--- src/rtl/unified_mem_arbiter.sv ---
`default_nettype none
// ============================================================================
// Module   : unified_mem_arbiter
// Purpose  : Shares one single-port unified memory between the instruction
//            fetch requester and the data (MEM-stage) requester. Data accesses
//            win ties. The returned read data is captured per requester. The
//            pipe_load output advances the pipeline only once every pending
//            access for the current cycle has completed. A response timeout
//            aborts a stalled access and raises a sticky error.
// Ports    : clk, rst (sync, active-low)
//            if_req/if_addr -> if_rdata/if_ack            fetch requester
//            d_req/d_we/d_be/d_addr/d_wdata -> d_rdata/d_ack  data requester
//            mem_en/mem_we/mem_be/mem_addr/mem_wdata,
//            mem_rdata/mem_ready                          memory port
//            pipe_load                                    pipeline Load enable
//            err                                          sticky timeout flag
// Revision : 1.0 - initial release
// ============================================================================
module unified_mem_arbiter #(
  parameter int ADDR_W  = 32,
  parameter int DATA_W  = 32,
  parameter int TIMEOUT = 64
) (
  input  logic                clk,
  input  logic                rst,
  input  logic                if_req,
  input  logic [ADDR_W-1:0]   if_addr,
  output logic [DATA_W-1:0]   if_rdata,
  output logic                if_ack,
  input  logic                d_req,
  input  logic                d_we,
  input  logic [DATA_W/8-1:0] d_be,
  input  logic [ADDR_W-1:0]   d_addr,
  input  logic [DATA_W-1:0]   d_wdata,
  output logic [DATA_W-1:0]   d_rdata,
  output logic                d_ack,
  output logic                mem_en,
  output logic                mem_we,
  output logic [DATA_W/8-1:0] mem_be,
  output logic [ADDR_W-1:0]   mem_addr,
  output logic [DATA_W-1:0]   mem_wdata,
  input  logic [DATA_W-1:0]   mem_rdata,
  input  logic                mem_ready,
  output logic                pipe_load,
  output logic                err
);

  localparam int                 C_BE_W  = DATA_W / 8;
  localparam int                 C_CNT_W = $clog2(TIMEOUT);
  localparam logic [C_CNT_W-1:0] C_TERM  = C_CNT_W'(TIMEOUT - 1);

  typedef enum logic [1:0] {
    S_IDLE  = 2'd0,
    S_FETCH = 2'd1,
    S_DATA  = 2'd2
  } state_t;

  state_t               r_state;
  state_t               w_state_nxt;

  logic                 r_if_done;
  logic                 r_d_done;
  logic [C_CNT_W-1:0]   r_cnt;
  logic                 r_if_ack;
  logic                 r_d_ack;
  logic [DATA_W-1:0]    r_if_rdata;
  logic [DATA_W-1:0]    r_d_rdata;
  logic                 r_err;
  logic                 r_mem_en;
  logic                 r_mem_we;
  logic [C_BE_W-1:0]    r_mem_be;
  logic [ADDR_W-1:0]    r_mem_addr;
  logic [DATA_W-1:0]    r_mem_wdata;

  logic                 w_if_pend;
  logic                 w_d_pend;
  logic                 w_if_go;
  logic                 w_d_go;
  logic                 w_term;
  logic                 w_start_fetch;
  logic                 w_start_data;
  logic                 w_done;
  logic                 w_abort;

  // A requester is pending until its access has been acknowledged within the
  // current pipeline cycle; the ack cycle itself already counts as served.
  assign w_if_pend = if_req & ~r_if_done;
  assign w_d_pend  = d_req  & ~r_d_done;
  assign w_if_go   = w_if_pend & ~r_if_ack;
  assign w_d_go    = w_d_pend  & ~r_d_ack;
  assign w_term    = (r_cnt == C_TERM);

  // Combinational so the pipeline can advance in the same cycle as the last ack.
  assign pipe_load = w_if_go_n() & w_d_go_n() & rst;

  function automatic logic w_if_go_n();
    return ~(w_if_pend & ~r_if_ack);
  endfunction

  function automatic logic w_d_go_n();
    return ~(w_d_pend & ~r_d_ack);
  endfunction

  // --------------------------------------------------------------------------
  // FSM: state register
  // --------------------------------------------------------------------------
  always_ff @(posedge clk) begin
    if (!rst) begin
      r_state <= S_IDLE;
    end else begin
      r_state <= w_state_nxt;
    end
  end

  // --------------------------------------------------------------------------
  // FSM: next state and control strobes
  // --------------------------------------------------------------------------
  always_comb begin
    w_state_nxt   = r_state;
    w_start_fetch = 1'b0;
    w_start_data  = 1'b0;
    w_done        = 1'b0;
    w_abort       = 1'b0;
    case (r_state)
      S_IDLE: begin
        // The data access belongs to the older instruction, so it goes first.
        if (w_d_go) begin
          w_state_nxt  = S_DATA;
          w_start_data = 1'b1;
        end else if (w_if_go) begin
          w_state_nxt   = S_FETCH;
          w_start_fetch = 1'b1;
        end
      end
      S_FETCH, S_DATA: begin
        // A response arriving on the terminal count still wins over the abort.
        if (mem_ready) begin
          w_state_nxt = S_IDLE;
          w_done      = 1'b1;
        end else if (w_term) begin
          w_state_nxt = S_IDLE;
          w_abort     = 1'b1;
        end
      end
      default: begin
        w_state_nxt = S_IDLE;
      end
    endcase
  end

  // --------------------------------------------------------------------------
  // Datapath: memory port, captured read data, acks, done flags, timeout
  // --------------------------------------------------------------------------
  always_ff @(posedge clk) begin
    if (!rst) begin
      r_if_done   <= 1'b0;
      r_d_done    <= 1'b0;
      r_cnt       <= '0;
      r_if_ack    <= 1'b0;
      r_d_ack     <= 1'b0;
      r_if_rdata  <= '0;
      r_d_rdata   <= '0;
      r_err       <= 1'b0;
      r_mem_en    <= 1'b0;
      r_mem_we    <= 1'b0;
      r_mem_be    <= '0;
      r_mem_addr  <= '0;
      r_mem_wdata <= '0;
    end else begin
      r_if_ack <= 1'b0;
      r_d_ack  <= 1'b0;

      // pipe_load starts a new pipeline cycle, so it outranks a same-cycle ack.
      if (pipe_load) begin
        r_if_done <= 1'b0;
        r_d_done  <= 1'b0;
      end else begin
        if (r_if_ack) r_if_done <= 1'b1;
        if (r_d_ack)  r_d_done  <= 1'b1;
      end

      if (w_start_fetch) begin
        r_mem_en    <= 1'b1;
        r_mem_we    <= 1'b0;
        r_mem_be    <= '1;
        r_mem_addr  <= if_addr;
        r_mem_wdata <= '0;
        r_cnt       <= '0;
      end else if (w_start_data) begin
        r_mem_en    <= 1'b1;
        r_mem_we    <= d_we;
        r_mem_be    <= d_be;
        r_mem_addr  <= d_addr;
        r_mem_wdata <= d_wdata;
        r_cnt       <= '0;
      end else if (w_done || w_abort) begin
        r_mem_en    <= 1'b0;
        r_mem_we    <= 1'b0;
        r_mem_be    <= '0;
        r_mem_addr  <= '0;
        r_mem_wdata <= '0;
        r_cnt       <= '0;
        if (r_state == S_FETCH) begin
          r_if_ack   <= 1'b1;
          r_if_rdata <= w_done ? mem_rdata : '0;
        end else begin
          r_d_ack <= 1'b1;
          if (w_abort) begin
            r_d_rdata <= '0;
          end else if (!r_mem_we) begin
            r_d_rdata <= mem_rdata;
          end
        end
        if (w_abort) r_err <= 1'b1;
      end else if (r_mem_en) begin
        r_cnt <= r_cnt + C_CNT_W'(1);
      end
    end
  end

  assign if_rdata  = r_if_rdata;
  assign if_ack    = r_if_ack;
  assign d_rdata   = r_d_rdata;
  assign d_ack     = r_d_ack;
  assign mem_en    = r_mem_en;
  assign mem_we    = r_mem_we;
  assign mem_be    = r_mem_be;
  assign mem_addr  = r_mem_addr;
  assign mem_wdata = r_mem_wdata;
  assign err       = r_err;

endmodule
`default_nettype wire

--- config.mk ---
export PLATFORM = sky130hd
export DESIGN_NAME = unified_mem_arbiter
export DESIGN_NICKNAME = d
export VERILOG_FILES = /design/src/rtl/unified_mem_arbiter.sv
export SDC_FILE = /design/constraint.sdc
export NUM_CORES = 1
export LEC_CHECK = 0
export BUFFER_PORTS_ARGS = -buffer_cell sky130_fd_sc_hd__buf_4
export CAP_MARGIN = 20
export CELL_PAD_IN_SITES_DETAIL_PLACEMENT = 2
export CELL_PAD_IN_SITES_GLOBAL_PLACEMENT = 2
export CORE_ASPECT_RATIO = 1.5
export CORE_MARGIN = 2
export CORE_UTILIZATION = 26
export CTS_CLUSTER_SIZE = 28
export DETAILED_ROUTE_END_ITERATION = 12
export PLACE_DENSITY = 0.81
export RECOVER_POWER = 100
export SETUP_SLACK_MARGIN = 0.4
export SYNTH_ARGS = -nofsm -noshare
export SYNTH_HDL_FRONTEND = slang
export SYNTH_SLANG_ARGS = --single-unit
export TNS_END_PERCENT = 20
--- constraint.sdc ---
create_clock -name clk -period 2.2 [get_ports clk]
set_clock_uncertainty 0.15 [all_clocks]
set_input_delay 0.22 -clock clk [delete_from_list [all_inputs] [get_ports clk]]
set_output_delay 0.22 -clock clk [all_outputs]
set_load 0.01 [all_outputs]
* Word-level counts from Yosys, hierarchy flattened *
Cells that the tools add are included.

word-level totals
  register bits = 147
  input port bits = 138
  output and inout port bits = 138

operators by class
  reductions and logical operators = 13
  muxes and demuxes = 31
  add/sub/neg operators = 1
  equal/unequal tests = 6
  bitwise gates (word level) = 17

operators by type and width
  kind                                                   number
  2-to-1 mux 32 bit                                      7
  2-to-1 mux 1 bit                                       16
  2-to-1 mux 4 bit                                       3
  NOT 1 bit                                              11
  2-to-1 mux 2 bit                                       4
  AND reduction 4 bit                                    2
  OR reduction 4 bit                                     2
  adder 6 x 1 -> 6 bit, second input constant            1
  AND 1 bit                                              6
  == test 6 bit, second input constant                   1
  inequality test 3 bit, second input constant           2
  OR reduction 2 bit                                     3
  AND reduction 5 bit                                    1
  case mux 2 bit (2 select lines)                        1
  nonzero test 3 bit                                     1
  == test 2 x 1 -> 1 bit, second input constant          1
  == test 2 bit, second input constant                   1
  zero test 2 bit                                        1
  inequality test 2 x 1 -> 1 bit, second input constant  1
  AND reduction 2 bit                                    1
  nonzero test 2 bit                                     1
  logical OR 1 bit                                       1

* Longest topological paths before layout *
  depth in word-level cells = 8
  gate-level depth with buffers = 8
  depth with buffers taken out = 6

* Worst setup path before layout *
No wires, ideal clock.

  kind = register to register
  from = register r_state[0]
  to = register r_mem_addr[10] (netlist: mem_addr[10])
  setup slack = 0.321 ns
  required time = 1.935 ns
  path buffers = 2
  stages on the path, launching flop included = 9
  arrival time = 1.615 ns
  path through = dfxtp_1 inv_1 ha_1 nand4_1 o21ai_1 buf_2 buf_2 nor3b_1 o21a_1

between the ends
  cells in the longest elaborated chain, start to end = 5
  elaborated cells between the ends (all ways) = 12

RTL lines
  element                                                         line  source
  start, declared                                                 58    state_t r_state;
  start signal, assigned                                          111   r_state <= w_state_nxt;
  == test 2 x 1 -> 1 bit / == test 2 bit (equally long branches)  124   case (r_state)
  OR reduction 2 bit                                              124
  2-to-1 mux 1 bit                                                124
  logical OR 1 bit                                                196   end else if (w_done || w_abort) begin
  nonzero test 3 bit (no line)                                    --
  end signal, assigned                                            186   r_mem_addr <= if_addr;
  end signal, assigned                                            193   r_mem_addr <= d_addr;
  end, declared                                                   72    logic [ADDR_W-1:0] r_mem_addr;

Several ways; a longest one is shown, not always the timed one.
A chain may end at the register's enable or synchronous reset.

* Worst setup path after layout *
  from = register r_state[0]
  to = register r_d_rdata[25] (netlist: d_rdata[25])

between the ends
  cells in the longest elaborated chain, start to end = 5
  elaborated cells between the ends (all ways) = 15

RTL lines
  element                                                                              line      source
  == test 2 x 1 -> 1 bit / == test 2 bit (equally long branches)                       124, 203
  OR reduction 2 bit                                                                   124
  2-to-1 mux 1 bit                                                                     124
  inequality test 2 x 1 -> 1 bit (no line) / logical OR 1 bit (equally long branches)  --
  AND reduction 5 bit (no line)                                                        --
  end signal, assigned                                                                 211       r_d_rdata <= mem_rdata;
  end, declared                                                                        67        logic [DATA_W-1:0] r_d_rdata;

Several ways; a longest one is shown, not always the timed one.

==> impl_metrics.toml <==
[pwr]
comb_power_share_pct = 23.3
p_int_mw = 5.56
swShare_pct = 29.1
p_leak_nw = 3.81
seqPwrFrac_pct = 37.8
powerDensity_nw_per_um2 = 808
p_switching_mw = 2.28
power.share.clock_pct = 38.9
power_mw = 7.84
peakVddDrop_mv = 0.480

[global_routing]
grt_use_total_pct = 24.6
grt_util_met3_pct = 5.97
grt_use_met2_pct = 47.9
antenna_found_initial = 1
grt_overflow_total = 0
grt_pass1_wl_um = 41300
busiest_layer = "met2"
grt_max_degree = 48
met1_usage_pct = 23.5
grt_pass1_vias = 6969

[clock_tree]
htree_levels = 4
cts.clk_slew.worst_paths_ps = 60
clk-insertion-delay-late_ps = 420
cts_tree = "built"
clkSinkCount = 147
root_buffer = "clkbuf_16"
cts_buffers = 17
cts_buffer_depth = 2

[sta]
max_slew.worst_pin.slew_ps = 539
tns_ps = 0
fmax_ghz = 0.496
grt_setup_unrepaired = "true"
slew_violations = 0
relSlewSlack_pct = 63.7
hold_viol_final = 0
timing.final.crit_period_ps = 2020
setup_viol = 0
fin_crit_sh_pct = 91.6

[routing]
dr.pass1.iters = 4
viasPerCell = 4.99
drt_iter0_drc = 250
drc = 0
totalWireLength_um = 28600
wl_per_cell_um = 23.5
detailroute.via_count = 6085
antenna_left = 0

[critical_path]
reg2reg_slack_ps = 180
crit_fanout = 32
cp-startpoint = "r_state[0]$_SDFFE_PN0P_"
slowest_stage = "dfxtp_1"
r2r-start = "r_state[0]$_SDFFE_PN0P_"
required_ps = 2360
crit_buf_inv = 4
crit_type = "flip-flop to flip-flop"
crit_path_end_kind = "flip-flop"
path_delay_family = "buffers and inverters"
cpPeakStageDelay_ps = 330
cp.arrival_ps = 2180
cp-start-kind = "flip-flop"
crit_chain = "inv_1, ha_4, buf_6, clkbuf_4, nand4b_1, nor4_4, buf_12, nand2_1, o21ai_0"

[placement]
place_congestion = 0.714
io_buffers = 275
hpwl_um = 15000

[finish]
nNetsFinal = 1078
drive_gt1_share_pct = 24.9
area_growth_pct = 75.7

[synth]
synth_common_cells = "147 x dfxtp_1, 73 x nand2_1, 65 x a22o_1"
ys_types = 41
synth-async-reset-ratio_pct = 0
yosysMostFrequentCell = "dfxtp_1"
synth_top_cell_by_area = "dfxtp_1"
synthCells = 532
synth.avg_cell_area_um2 = 10.4
ys_warn_count = 0
syn-num-nets = 673
syn-cell-area_um2 = 5520
synth_seq_cells = 147
ys_seq_area_share_pct = 53.3
synth_top_area_share_pct = 53.3
synthTopCellsByArea = "dfxtp_1 53%, a22o_1 10%, a32o_1 5.8%, o21a_1 5.6%, nand2_1 5.0%"
synthFlopType = "dfxtp_1"
synth_edf_count = 0

[outcome]
status = "finished, final reports clean"

[die]
chipHeight_um = 182
die_x_um = 123
initial_core_util_pct = 26.4
dieArea_um2 = 22400
ioPinCount = 276
rows = 65
core_region_area_um2 = 20900

[worst_hold_path]
holdCritStartpoint = "if_addr[31]"
hp-class = "input pin to flip-flop"

[flow_run]
maxCapViolations = 0
[through the flow]
step | setup WS, ps | utilization [%] | hold slack, ps | area [um^2] | cells
after floorplan | 371 | - | 179 | 5530 | 532
after global placement | 197 | 38.3 | 277 | 8010 | 1045
after detailed placement | 138 | 38.3 | 286 | 8010 | 1045
after CTS | 246 | 48.4 | 0.762 | 10100 | 1208
after global routing | 113 | 46.4 | 31.9 | 9700 | 1219
final | 184 | 46.4 | 35.9 | 9700 | 1219
[cells by family (layout without fill, tap and decap cells)]
group	count (synthesis)	after routing	synth area share, %
AO/OA/AOI/OAI	180	180	26.8
XOR/XNOR	5	5	0.793
adder cells (fa/ha/maj)	3	3	0.680
buffers and inverters	52	470	4.42
flip-flops	147	147	53.3
multiplexers	1	1	0.181
other	0	1	0
AND/OR/NAND/NOR	144	144	13.8
[sequential cells by signal (all words and copies together) (netlist names)]
name	count
d_ack	1
mem_en	1
mem_be	4
r_state	2
if_ack	1
mem_wdata	32
if_rdata	32
r_if_done	1
d_rdata	32
r_cnt	6
r_d_done	1
err	1
mem_we	1
mem_addr	32
[worst reg2reg max path: cells and delay by family, from the launching register on]
kind | cells | cell delay, ps
flops | 1 | 330
buf+inv | 4 | 560
compound gates | 1 | 110
fa+ha+maj | 1 | 310
simple gates | 3 | 460
[what timing repair did]
action / in CTS / in global routing
pin swaps: 5 / 9
resized for setup: 24 / 16
setup buffers: 10 / 7
hold endpoints to repair: 131 / 0
cloned: 6 / 3
hold buffers: 115 / 0
endpoints found under the setup margin: 143 / 139
[cell type report]
class / instances / area, um^2
Timing Repair Buffer: 433 / 3340
Inverter: 5 / 21.3
Sequential cell: 147 / 2950
Tap cell: 268 / 335
Antenna cell: 1 / 2.50
Fill cell: 2254 / 11200
Clock inverter: 14 / 176
Multi-Input combinational cell: 333 / 2440
Clock buffer: 18 / 429
[final timing paths]
path | end | cells after the start
max | d_rdata[25]$_SDFFE_PN0P_ | 9
min | mem_addr[31]$_SDFFE_PN0P_ | 3
max reg2reg | d_rdata[25]$_SDFFE_PN0P_ | 9
min reg2reg | d_rdata[30]$_SDFFE_PN0P_ | 2
[power by group through the flow]
stage	sequential (mW)	combinational, mW	clock (mW)
detailed placement	3.00	1.45	0
floorplan	3.07	0.603	0
global placement	2.99	1.42	0
CTS	2.95	1.84	3.10
global route	2.98	1.95	3.23
finish	2.96	1.83	3.05
[placed cells by master (no fill, tap or decap), drive strengths merged, types with 12 or more instances in the layout]
cell type / instances
clkbuf: 161
nor3b: 36
o21ai: 34
a22o: 65
dfxtp: 147
nor2: 12
o21a: 41
buf: 175
a32o: 32
nand2: 73
dlygate4sd3: 115
[layer usage]
metal	wire length (um)	part of all wire, %
met4	1080	3.8
met3	1420	5.0
met2	16300	57
met5	0	0
met1	9810	34
Power figures use the tool's default switching activity.
